--- config.mk ---
export PLATFORM = sky130hd
export DESIGN_NAME = z80_io_uart
export DESIGN_NICKNAME = d
export VERILOG_FILES = /design/src/rtl/z80_io_uart.sv
export SDC_FILE = /design/constraint.sdc
export NUM_CORES = 1
export LEC_CHECK = 0
export ABC_CLOCK_PERIOD_IN_PS = 7300
export CORE_MARGIN = 2
export CORE_UTILIZATION = 63
export CTS_CLUSTER_SIZE = 28
export DETAILED_ROUTE_END_ITERATION = 6
export PLACE_DENSITY_LB_ADDON = 0.2
export SYNTH_ARGS = -nofsm -noshare
export SYNTH_HDL_FRONTEND = slang
export SYNTH_SLANG_ARGS = --single-unit
--- constraint.sdc ---
create_clock -name clk -period 7.3 [get_ports clk]
set_input_delay 1.095 -clock clk [delete_from_list [all_inputs] [get_ports clk]]
set_output_delay 1.095 -clock clk [all_outputs]
set_load 0.1 [all_outputs]
--- src/rtl/z80_io_uart.sv ---
// z80_io_uart: 8N1 serial port on the Z80 I/O bus with a small RX FIFO.
// BASE_ADDR+0: TX byte (write) / RX FIFO head (read).
// BASE_ADDR+1: status read {4'b0, framing_err, rx_overrun, tx_busy, rx_avail}.
// Optional: define Z80_IO_UART_IRQ_EN to add an active-low int_n output.
module z80_io_uart #(
  parameter logic [7:0] BASE_ADDR = 8'h10,
  parameter int         CLK_DIV   = 16,
  parameter int         RX_DEPTH  = 4
) (
  input  logic       clk,
  input  logic       reset,
  input  logic       iorq_n,
  input  logic       m1_n,
  input  logic       rd_n,
  input  logic       wr_n,
  input  logic [7:0] port_addr,
  input  logic [7:0] data_in,
  output logic [7:0] data_out,
  output logic       data_oe,
`ifdef Z80_IO_UART_IRQ_EN
  output logic       int_n,
`endif
  output logic       txd,
  input  logic       rxd
);
  localparam int         AW      = $clog2(RX_DEPTH);
  localparam int         CW      = AW + 1;
  localparam logic [7:0] STAT_A  = BASE_ADDR + 8'd1;
  localparam logic [15:0] DIV_M1  = 16'(CLK_DIV - 1);
  localparam logic [15:0] HALF_M1 = 16'(CLK_DIV / 2 - 1);

  typedef enum logic [1:0] {S_IDLE, S_START, S_DATA, S_STOP} st_e;

  // Bus decode; interrupt-acknowledge cycles (m1_n=0) never select us.
  logic is_data, is_stat, sel, rd_acc, wr_acc, wr_first, rd_end;
  logic rd_acc_q, wr_acc_q, rd_stat_q;
  assign is_data  = (port_addr == BASE_ADDR);
  assign is_stat  = (port_addr == STAT_A);
  assign sel      = ~iorq_n & m1_n & (is_data | is_stat);
  assign rd_acc   = sel & ~rd_n;
  assign wr_acc   = sel & ~wr_n;
  assign wr_first = wr_acc & ~wr_acc_q;
  assign rd_end   = rd_acc_q & ~rd_acc;

  // TX state
  st_e         tx_st_q, tx_st_d;
  logic [15:0] tx_cnt_q, tx_cnt_d;
  logic [2:0]  tx_bit_q, tx_bit_d;
  logic [7:0]  tx_sh_q, tx_sh_d;
  logic        tx_busy;

  // RX state
  st_e         rx_st_q, rx_st_d;
  logic [15:0] rx_cnt_q, rx_cnt_d;
  logic [2:0]  rx_bit_q, rx_bit_d;
  logic [7:0]  rx_sh_q, rx_sh_d;
  logic        rx_s1_q, rx_s2_q, rx_prev_q, rx_fall;
  logic        rx_push, ferr_set;

  // FIFO and flags
  logic [7:0]    fifo_q [RX_DEPTH];
  logic [AW-1:0] wptr_q, rptr_q;
  logic [CW-1:0] cnt_q;
  logic          ovr_q, ferr_q, rx_avail, full, pop, do_push, ovr_set, flg_clr;

  assign tx_busy  = (tx_st_q != S_IDLE);
  assign rx_avail = (cnt_q != '0);
  assign full     = (cnt_q == CW'(RX_DEPTH));
  assign pop      = rd_end & ~rd_stat_q & rx_avail;
  assign flg_clr  = rd_end & rd_stat_q;
  assign do_push  = rx_push & (~full | pop);
  assign ovr_set  = rx_push & full & ~pop;
  assign rx_fall  = rx_prev_q & ~rx_s2_q;

  // Access history: edge detection for writes, end-of-read side effects.
  always_ff @(posedge clk) begin
    if (reset) begin
      rd_acc_q  <= 1'b0;
      wr_acc_q  <= 1'b0;
      rd_stat_q <= 1'b0;
    end else begin
      rd_acc_q <= rd_acc;
      wr_acc_q <= wr_acc;
      if (rd_acc) rd_stat_q <= is_stat;
    end
  end

  // Read data is combinational so it tracks the bus for the whole access.
  always_comb begin
    data_out = 8'h00;
    data_oe  = rd_acc;
    if (rd_acc) begin
      if (is_stat) data_out = {4'b0, ferr_q, ovr_q, tx_busy, rx_avail};
      else if (rx_avail) data_out = fifo_q[rptr_q];
    end
  end

  // TX state register.
  always_ff @(posedge clk) begin
    if (reset) begin
      tx_st_q  <= S_IDLE;
      tx_cnt_q <= '0;
      tx_bit_q <= '0;
      tx_sh_q  <= '0;
    end else begin
      tx_st_q  <= tx_st_d;
      tx_cnt_q <= tx_cnt_d;
      tx_bit_q <= tx_bit_d;
      tx_sh_q  <= tx_sh_d;
    end
  end

  // TX next state: start/data/stop each CLK_DIV cycles; writes while busy drop.
  always_comb begin
    tx_st_d  = tx_st_q;
    tx_cnt_d = tx_cnt_q + 16'd1;
    tx_bit_d = tx_bit_q;
    tx_sh_d  = tx_sh_q;
    case (tx_st_q)
      S_IDLE: begin
        tx_cnt_d = '0;
        if (wr_first && is_data) begin
          tx_sh_d = data_in;
          tx_st_d = S_START;
        end
      end
      S_START: if (tx_cnt_q == DIV_M1) begin
        tx_cnt_d = '0;
        tx_bit_d = '0;
        tx_st_d  = S_DATA;
      end
      S_DATA: if (tx_cnt_q == DIV_M1) begin
        tx_cnt_d = '0;
        tx_sh_d  = {1'b0, tx_sh_q[7:1]};
        tx_bit_d = tx_bit_q + 3'd1;
        if (tx_bit_q == 3'd7) tx_st_d = S_STOP;
      end
      S_STOP: if (tx_cnt_q == DIV_M1) begin
        tx_cnt_d = '0;
        tx_st_d  = S_IDLE;
      end
      default: tx_st_d = S_IDLE;
    endcase
  end

  // Line level follows state, so reset returns txd high the next cycle.
  always_comb begin
    case (tx_st_q)
      S_START: txd = 1'b0;
      S_DATA:  txd = tx_sh_q[0];
      default: txd = 1'b1;
    endcase
  end

  // RX synchronizer (idle-high preset) and RX state register.
  always_ff @(posedge clk) begin
    if (reset) begin
      rx_s1_q   <= 1'b1;
      rx_s2_q   <= 1'b1;
      rx_prev_q <= 1'b1;
      rx_st_q   <= S_IDLE;
      rx_cnt_q  <= '0;
      rx_bit_q  <= '0;
      rx_sh_q   <= '0;
    end else begin
      rx_s1_q   <= rxd;
      rx_s2_q   <= rx_s1_q;
      rx_prev_q <= rx_s2_q;
      rx_st_q   <= rx_st_d;
      rx_cnt_q  <= rx_cnt_d;
      rx_bit_q  <= rx_bit_d;
      rx_sh_q   <= rx_sh_d;
    end
  end

  // RX next state: half-bit start check rejects glitches, then mid-bit samples.
  always_comb begin
    rx_st_d  = rx_st_q;
    rx_cnt_d = rx_cnt_q + 16'd1;
    rx_bit_d = rx_bit_q;
    rx_sh_d  = rx_sh_q;
    rx_push  = 1'b0;
    ferr_set = 1'b0;
    case (rx_st_q)
      S_IDLE: begin
        rx_cnt_d = '0;
        if (rx_fall) rx_st_d = S_START;
      end
      S_START: if (rx_cnt_q == HALF_M1) begin
        rx_cnt_d = '0;
        rx_bit_d = '0;
        rx_st_d  = rx_s2_q ? S_IDLE : S_DATA;
      end
      S_DATA: if (rx_cnt_q == DIV_M1) begin
        rx_cnt_d = '0;
        rx_sh_d  = {rx_s2_q, rx_sh_q[7:1]};
        rx_bit_d = rx_bit_q + 3'd1;
        if (rx_bit_q == 3'd7) rx_st_d = S_STOP;
      end
      S_STOP: if (rx_cnt_q == DIV_M1) begin
        rx_cnt_d = '0;
        rx_st_d  = S_IDLE;
        if (rx_s2_q) rx_push = 1'b1;
        else         ferr_set = 1'b1;
      end
      default: rx_st_d = S_IDLE;
    endcase
  end

  // FIFO pointers/count and sticky flags; a same-cycle set beats the clear.
  always_ff @(posedge clk) begin
    if (reset) begin
      wptr_q <= '0;
      rptr_q <= '0;
      cnt_q  <= '0;
      ovr_q  <= 1'b0;
      ferr_q <= 1'b0;
    end else begin
      if (do_push) wptr_q <= wptr_q + AW'(1);
      if (pop)     rptr_q <= rptr_q + AW'(1);
      if (do_push && !pop)      cnt_q <= cnt_q + CW'(1);
      else if (pop && !do_push) cnt_q <= cnt_q - CW'(1);
      ovr_q  <= (ovr_q  & ~flg_clr) | ovr_set;
      ferr_q <= (ferr_q & ~flg_clr) | ferr_set;
    end
  end

  // FIFO storage; contents only matter where the count says they are live.
  always_ff @(posedge clk) begin
    if (do_push) fifo_q[wptr_q] <= rx_sh_q;
  end

`ifdef Z80_IO_UART_IRQ_EN
  // Level interrupt while data is waiting, registered one cycle behind the FIFO.
  always_ff @(posedge clk) begin
    if (reset) int_n <= 1'b1;
    else       int_n <= ~rx_avail;
  end
`endif
endmodule

# [Word-level counts from Yosys, hierarchy flattened]
# Memories as Yosys holds them, arrays and structs flattened. A register that Yosys moved wholly into a read port is not among the register bits.
# Cells that the tools add are included.
[word_totals] regBits=73 latchBits=0 ramBits=32 mem_bits_ro=0 inputBits=23 out_inout_bits=10 n_memories=1
[op_classes] addsub=8 mul=0 div=0 n_lt_le_gt_ge=0 eq_ne=24 shift=0 muxes=43 bitwise_logic=29 reduce_logical=21
[memory_table] memory="fifo_q" depth=4 width=8 read_ports=1 rd_ports_with_merged_regs=1 wr=1 line_no="61" text="logic [7:0] fifo_q [RX_DEPTH];"
[ops] op="two-way mux 16 bit" count=3
[ops] op="one-hot mux 16 bit (3 select lines)" count=1
[ops] op="two-way mux 8 bit" count=5
[ops] op="adder 16 x 1 -> 16 bit, second input constant" count=2
[ops] op="== test 16 x 4 -> 1 bit, second input constant" count=2
[ops] op="one-hot mux 16 bit (2 select lines)" count=1
[ops] op="two-way mux 2 bit" count=13
[ops] op="inequality test 2 bit, second input constant" count=10
[ops] op="two-way mux 3 bit" count=6
[ops] op="== test 16 x 3 -> 1 bit, second input constant" count=1
[ops] op="== test 8 x 5 -> 1 bit, second input constant" count=2
[ops] op="one-hot mux 2 bit (4 select lines)" count=2
[ops] op="one-hot mux 8 bit (2 select lines)" count=1
[ops] op="AND 1 bit" count=15
[ops] op="one-hot mux 3 bit (2 select lines)" count=2
[ops] op="NOT 1 bit" count=10
[ops] op="AND reduction 5 bit" count=2
[ops] op="nonzero test 2 bit" count=5
[ops] op="adder 3 x 1 -> 3 bit, second input constant" count=3
[ops] op="== test 3 bit, second input constant" count=3
[ops] op="AND reduction 3 bit" count=3
[ops] op="== test 2 bit, second input constant" count=4
[ops] op="two-way mux 1 bit" count=8
[ops] op="adder 2 x 1 -> 2 bit, second input constant" count=2
[ops] op="other kinds (11)" count=19

# [Longest topological paths before layout]
# Gate-level depths: netlist (run 1).
[depth] depth_word=14 depth_mapped=10 mapped_depth_nobuf=10

# [Worst setup path before layout (run 1)]
# No wires, ideal clock.
[synth_timing] kind="input to output" from="in port_addr[1]" to="out data_out[0]" arrival_time_ns=3.868 t_required_ns=6.205 path_slack_ns=2.337 cell_stages=3 n_path_buf=0 cell_sequence="nor3_1 -> nand3_1 -> nor3_1"
[synth_between] elab_chain_len=5 elab_cells_between_ends=7 classes_between="2 x eq/ne; 2 x mux; 3 x bitwise"
[synth_rtl] item="start, declared" line_no="16" text="input logic [7:0] port_addr,"
[synth_rtl] item="== test 8 x 5 -> 1 bit, on equally long branches" line_no="37, 38"
[synth_rtl] item="OR 1 bit" line_no="39" text="assign sel = ~iorq_n & m1_n & (is_data | is_stat);"
[synth_rtl] item="AND 1 bit" line_no="39"
[synth_rtl] item="AND 1 bit" line_no="40" text="assign rd_acc = sel & ~rd_n;"
[synth_rtl] item="two-way mux 8 bit (*)" line_no="92" text="if (rd_acc) begin"
[synth_rtl] item="end, declared" line_no="18" text="output logic [7:0] data_out,"
# Every way passes the cells marked *; elsewhere a longest branch is shown, timed or not.

# [Final worst setup path (run 1)]
[layout_timing] from="in port_addr[1]" to="out data_out[6]"
# Same word-level chain as after synthesis.

==> reports/metrics.yaml, run 1 <==
status:
  run_status: "completed"
cells_and_area:
  nets: 511
  antenna-diode-count: 0
  drive_gt1_share_pct: 9.01
  area_growth_pct: 12.4
  n_fill_cell: 488
  stdcell_count: 576
  fin_util_pct: 72.5
worst_setup_path:
  end_kind: "primary output"
  worstSetupPathType: "in -> out"
  crit_buf_inv: 2
  cp_max_fo: 10
  arrival_ns: 4.11
  critPathTopFamily: "buffers and inverters"
  cpMostUsedCell: "clkdlybuf4s50_1"
  required_ns: 6.20
  slowest_delay_ns: 1.16
  critPathLaunchType: "primary input"
  cp_cell_sequence: "clkdlybuf4s50_1 -> nor3_1 -> nand3_1 -> or3_1 -> nor2b_1 -> clkdlybuf4s50_1"
  critPathSlowestCell: "clkdlybuf4s50_1"
clock_tree:
  root_buffer: "clkbuf_8"
  htreeDepth: 3
  clk_latency_ns: 0.37
  clk_pin_slew_worst_paths_ns: 0.10
  ctsHoldBuffers: 0
  cts_tree: "built"
  cts_made_buffers: 9
  clockBufferDepth: 2
  post_cts_resized: 0
  post_cts_buffers: 0
  cts_sinks: 107
timing:
  finalHoldWorstSlack_ns: 0.422
  fin_skew_ns: 0.00681
  fin_ws_ns: 2.10
  tightest_slew_ns: 0.980
  period_minus_slack_ns: 5.20
  setup_viol: 0
  relSlewSlack_pct: 34.5
  min_period_over_period_pct: 71.2
  fin_tns_setup_ns: 0
  fmax_ghz: 0.192
  slew_violations: 0
  grt_setup_unrepaired: "false"
  hold_viol: 0
yosys:
  avgSynthCellArea_um2: 10.5
  postSynthCellCount: 443
  syn_area_mm2: 0.00463
  synth_common_cells: "dfxtp_1, nor2_1, nand2_1, edfxtp_1, a21oi_1"
  ys_warn_count: 0
  async_flop_share_pct: 0
  synth_area_leaders: "dfxtp_1, edfxtp_1, nor2_1"
  netlist.top_cell.by_area: "dfxtp_1"
  ys.flop_type: "dfxtp_1"
  yosysSeqAreaShare_pct: 53.2
  synth_cell_types: 46
  ys_ff_latch: 107
  netlist.area_leader.share_pct: 32.4
  synth_edf_count: 32
  yosysMostFrequentCell: "dfxtp_1"
  syn_nets: 482
floorplanning:
  coreArea_mm2: 0.00718
  die_w_um: 89.7
  die-area_mm2: 0.00805
  die_y_um: 89.7
  initial_utilization_pct: 64.5
  io_pins: 33
  num_rows: 31
routing:
  vias: 3267
  routedWlPerCell_um: 14.5
  drtIter0Drc: 151
  dr.pass1.iters: 4
  totalWireLength_um: 8330
  drcViolationCount: 0
  avgViaCountPerCell: 5.67
  ant_nets: 0
grt:
  grt_antenna_before_repair: 0
  grt_pass1_wl_um: 14000
  grt_pass1_vias: 3058
  grt.total_usage_pct: 21.3
  grt_start_max_net_pins: 43
  overflow: 0
hold_path:
  hp-class: "reg -> reg"
placement:
  place_inst: 560
  place_worst_setup_slack_ns: 2.10
  portBuffers: 32
  place.gp.congestion: 0.830
  dp_hpwl_um: 5970
power:
  irDropWorstVdd_v: 0.000154
  cellLeakagePower_uw: 0.00171
  power_density_mw_per_mm2: 190
job:
  cap_violations: 0
## power by group
part / internal, uW / switching [uW]
clock: 134 / 213
sequential: 610 / 2.10
combinational: 16.8 / 15.1
total: 761 / 230
## worst register-to-register path: cells and delay by family, from the launching register on
kind	cells	cell delay (ns)
xor gates and xnor gates	1	0.17
and+or+nand+nor	3	1.35
buffers and inverters	1	0.06
adders and majority gates	2	0.58
AOI/OAI and AO/OA	2	0.48
DFF	1	0.37
## final cells by class
class / count / area, um^2 / area share (%)
clock buffer: 9 / 124 / 2.38
clock inverter: 7 / 66.3 / 1.27
inverter: 16 / 60.1 / 1.15
multi-input combinational: 304 / 2030 / 39.0
sequential: 107 / 2460 / 47.3
tap: 99 / 124 / 2.38
timing repair buffer: 34 / 335 / 6.44
## registers in the layout (all words and copies together) (netlist names), named ones only
| register | flops |
|---|---|
| rx_prev_q | 1 |
| rx_bit_q | 3 |
| tx_sh_q | 8 |
| fifo_q | 32 |
| cnt_q | 3 |
| ferr_q | 1 |
| wr_acc_q | 1 |
| tx_cnt_q | 16 |
| rx_sh_q | 8 |
| rptr_q | 2 |
| rx_s1_q | 1 |
| rx_s2_q | 1 |
| rx_cnt_q | 16 |
| rd_acc_q | 1 |
| wptr_q | 2 |
| tx_st_q | 2 |
| rd_stat_q | 1 |
| ovr_q | 1 |
| rx_st_q | 1 |
| tx_bit_q | 3 |
## layer usage
layer	track usage, %	wire, um
met1	27.0	3790
met2	36.2	4060
met3	4.78	316
met4	7.44	163
met5	0	0
## worst paths after layout
check	startpoint	endpoint	slack [ns]	cells past startpoint
worst max-delay path	port_addr[1]	data_out[6]	2.10	6
worst min-delay path	rx_s1_q	rx_s2_q	0.42	1
worst max register to register	rx_cnt_q[6]	cnt_q[2]	4.24	9
worst min register to register	rx_s1_q	rx_s2_q	0.42	1
## kinds of logic after synthesis
kind of cell | count (synthesis) | share of synthesized area (%)
simple gates | 186 | 20.2
flops | 107 | 53.2
compound gates | 48 | 6.22
xor+xnor | 33 | 6.24
buf+inv | 32 | 2.92
mux | 21 | 6.78
fa+ha+maj | 16 | 4.49
## per-stage QoR
stage                     total power, uW  cell area [um^2]
after global routing                 1030              5200
after CTS                            1000              5200
after detailed placement              658              5010
after global placement                657              5010
final                                 991              5200
after floorplan                       642              4630
## layout by cell type, fill, tap and decap left out, drive strengths merged, types with 7 or more instances in the layout
master         netlist  routed
clkdlybuf4s50        0      32
nor2                61      61
xnor2               15      15
and3                 7       7
xor2                18      18
a21oi               25      25
nor3                 7       7
nand3               19      19
clkbuf               8       9
mux4                 8       8
or3                 13      13
nor4                 9       9
nand2               36      36
edfxtp              32      32
mux2i               13      13
dfxtp               75      75
nand4                8       8
o21ai               12      12
ha                  15      15
inv                 16      21
Power figures use the tool's default switching activity.
==> inputs of run 2 (changes only) <==
--- a/config.mk
+++ b/config.mk
@@ -5,9 +5,9 @@
 export SDC_FILE = /design/constraint.sdc
 export NUM_CORES = 1
 export LEC_CHECK = 0
-export ABC_CLOCK_PERIOD_IN_PS = 7300
+export ABC_CLOCK_PERIOD_IN_PS = 4200
 export CORE_MARGIN = 2
-export CORE_UTILIZATION = 63
+export CORE_UTILIZATION = 53
 export CTS_CLUSTER_SIZE = 28
 export DETAILED_ROUTE_END_ITERATION = 6
 export PLACE_DENSITY_LB_ADDON = 0.2
==> constraint.sdc (replaced) <==
create_clock -name clk -period 4.2 [get_ports clk]
set_input_delay 0.63 -clock clk [delete_from_list [all_inputs] [get_ports clk]]
set_output_delay 0.63 -clock clk [all_outputs]
set_load 0.1 [all_outputs]
==> reports/metrics.yaml, run 2 (synthesized netlist as in run 1, its figures left out) <==
status:
  run_status: "completed"
clock_tree:
  root_buffer: "clkbuf_8"
  htreeDepth: 3  # unchanged
  clk_pin_slew_worst_paths_ns: 0.10  # about the same
  post_cts_resized: 0  # unchanged
  clk_latency_ns: 0.36  # about the same
  ctsHoldBuffers: 0  # unchanged
  cts_sinks: 107  # unchanged
  post_cts_buffers: 0  # unchanged
  cts_made_buffers: 9  # unchanged
  clockBufferDepth: 2  # unchanged
  cts_tree: "built"
cells_and_area:
  stdcell_count: 584  # +1.4%
  reg_top3: "fifo_q: 32 flops, rx_cnt_q: 16 flops, tx_cnt_q: 16 flops"
  drive_gt1_share_pct: 10.7  # +1.7 points
  final_common_cell: "dfxtp_1"
  n_fill_cell: 711  # +46%
  largest_reg_flops: 32  # unchanged
  final_cell_mix: "dfxtp_1, nor2_1, nand2_1, edfxtp_1, a21oi_1"
  fin_util_pct: 61.0  # -12 points
  area_growth_pct: 13.2
  nets: 510  # -0.20%
  antenna-diode-count: 0  # unchanged
  regMostFlops: "fifo_q"
worst_setup_path:
  worstSetupPathType: "in -> out"
  crit_path_end: "data_out[6]"
  r2r_start: "rx_cnt_q[6]"
  crit_start: "port_addr[1]"
  r2r_end: "cnt_q[2]"
  end_kind: "primary output"
  r2r.worst_path.cells: 9  # unchanged
  crit_buf_inv: 2  # unchanged
  cp_max_fo: 10  # unchanged
  worst-path-stages: 6  # unchanged
  cp_cell_sequence: "clkdlybuf4s50_1 -> nor3_1 -> nand3_1 -> or3_1 -> nor2b_1 -> buf_12"
  critPathSlowestCell: "or3_1"
  reg2reg_slack_ns: 1.21  # -3.03 ns
  critPathLaunchType: "primary input"
  slowest_delay_ns: 0.49  # -0.67 ns
  arrival_ns: 2.78  # -1.33 ns
  critPathTopFamily: "simple AND/OR/NAND/NOR gates"
  required_ns: 3.57  # -2.63 ns
routing:
  avgViaCountPerCell: 5.40  # -4.8%
  drtIter0Drc: 124  # -18%
  ant_nets: 0  # unchanged
  totalWireLength_um: 8130  # -2.4%
  routedWlPerCell_um: 13.9  # -3.7%
  vias: 3154  # -3.5%
  dr.pass1.iters: 6  # +2
  drcViolationCount: 0  # unchanged
grt:
  grt_pass1_vias: 3140  # +2.7%
  grt.total_usage_pct: 18.0  # -3.2 points
  grt_pass1_wl_um: 14100  # +1.2%
  grt_start_max_net_pins: 23  # -47%
  overflow: 0  # unchanged
  grt_antenna_before_repair: 0  # unchanged
placement:
  place_inst: 568  # +1.4%
  dp_hpwl_um: 5820  # -2.6%
  place.gp.congestion: 0.768  # -7.5%
  place_worst_setup_slack_ns: 0.765  # -1.34 ns
  portBuffers: 32  # unchanged
timing:
  min_period_over_period_pct: 81.1
  fin_skew_ns: 0.0123  # +0.00545 ns
  fin_ws_ns: 0.792  # -1.31 ns
  tightest_slew_ns: 0.821  # -0.159 ns
  setup_viol: 0  # unchanged
  fmax_ghz: 0.293
  fin_tns_setup_ns: 0  # unchanged
  slew_violations: 0  # unchanged
  period_minus_slack_ns: 3.41
  grt_setup_unrepaired: "false"
  relSlewSlack_pct: 45.1  # +11 points
  hold_viol: 0  # unchanged
power:
  power_density_mw_per_mm2: 335  # +76%
  irDropWorstVdd_v: 0.000185  # +20%
  cellLeakagePower_uw: 0.00173  # +1.2%
floorplanning:
  coreArea_mm2: 0.00859  # +20%
  initial_utilization_pct: 53.9  # -11 points
  die_w_um: 97.5  # +8.6%
  die-area_mm2: 0.00950  # +18%
  die_y_um: 97.5  # +8.6%
  num_rows: 34  # +9.7%
  io_pins: 33  # unchanged
job:
  cap_violations: 0  # unchanged
hold_path:
  hp-class: "reg -> reg"
==> run 2: changes by cell type in the layout (fill, tap and decap cells not counted) <==
cell | before | now
inv_6 | 3 | 2
buf_4 | 2 | 7
clkbuf_1 | 0 | 1
clkinvlp_2 | 0 | 1
bufinv_16 | 0 | 1
clkdlybuf4s50_1 | 32 | 22
clkinv_4 | 2 | 0
inv_8 | 2 | 1
buf_12 | 0 | 4
clkinvlp_4 | 0 | 1
==> run 2: per-layer routing <==
layer	wire length [um]	GRT usage, %	share of wire [%]	vias up
met5	0	0	0	-
met4	77	4.81	0.95	0
met3	247	4.24	3.0	6
met2	3840	30.3	47	44
met1	3960	23.6	49	1492
li1	-	-	-	1612
==> run 2: worst register-to-register path, stage by stage (launching register included) <==
cell and delay [ns]:
dfxtp_1 0.37, nor4_1 0.60, and4_1 0.39, o2111a_2 0.31, ha_1 0.20, inv_1 0.06, fa_1 0.37, xor2_1 0.17
or3_1 0.30, a21oi_1 0.13
==> run 2: cell type report <==
type                            count  area [um^2]  area share, %
Tap cell                          108          135           2.58
Multi-Input combinational cell    304         2030           38.8
Clock buffer                       10          128           2.43
Inverter                           16         60.1           1.15
Clock inverter                      6         71.3           1.36
Timing Repair Buffer               33          353           6.73
Sequential cell                   107         2460           47.0
==> run 2: how the worst min path moves through the flow <==
stage                     startpoint      end  depth (start not counted)
final                        rx_s1_q  rx_s2_q                          1
after global routing         rx_s1_q  rx_s2_q                          1
after CTS                    rx_s1_q  rx_s2_q                          1
after detailed placement     rx_s1_q  rx_s2_q                          1
after global placement       rx_s1_q  rx_s2_q                          1
after floorplan              rx_s1_q  rx_s2_q                          1
==> run 2: power by group <==
group | switching, uW | internal (uW)
combinational | 27.4 | 29.0
sequential | 3.77 | 1060
clock | 350 | 283
==> run 2: stage by stage <==
stage | hold slack, ns | area (um^2) | power, uW
finish | 0.417 | 5240 | 1750
global route | 0.429 | 5240 | 1810
CTS | 0.422 | 5240 | 1770
detailed placement | 0.402 | 5040 | 1140
global placement | 0.394 | 5040 | 1140
floorplan | 0.389 | 4630 | 1120
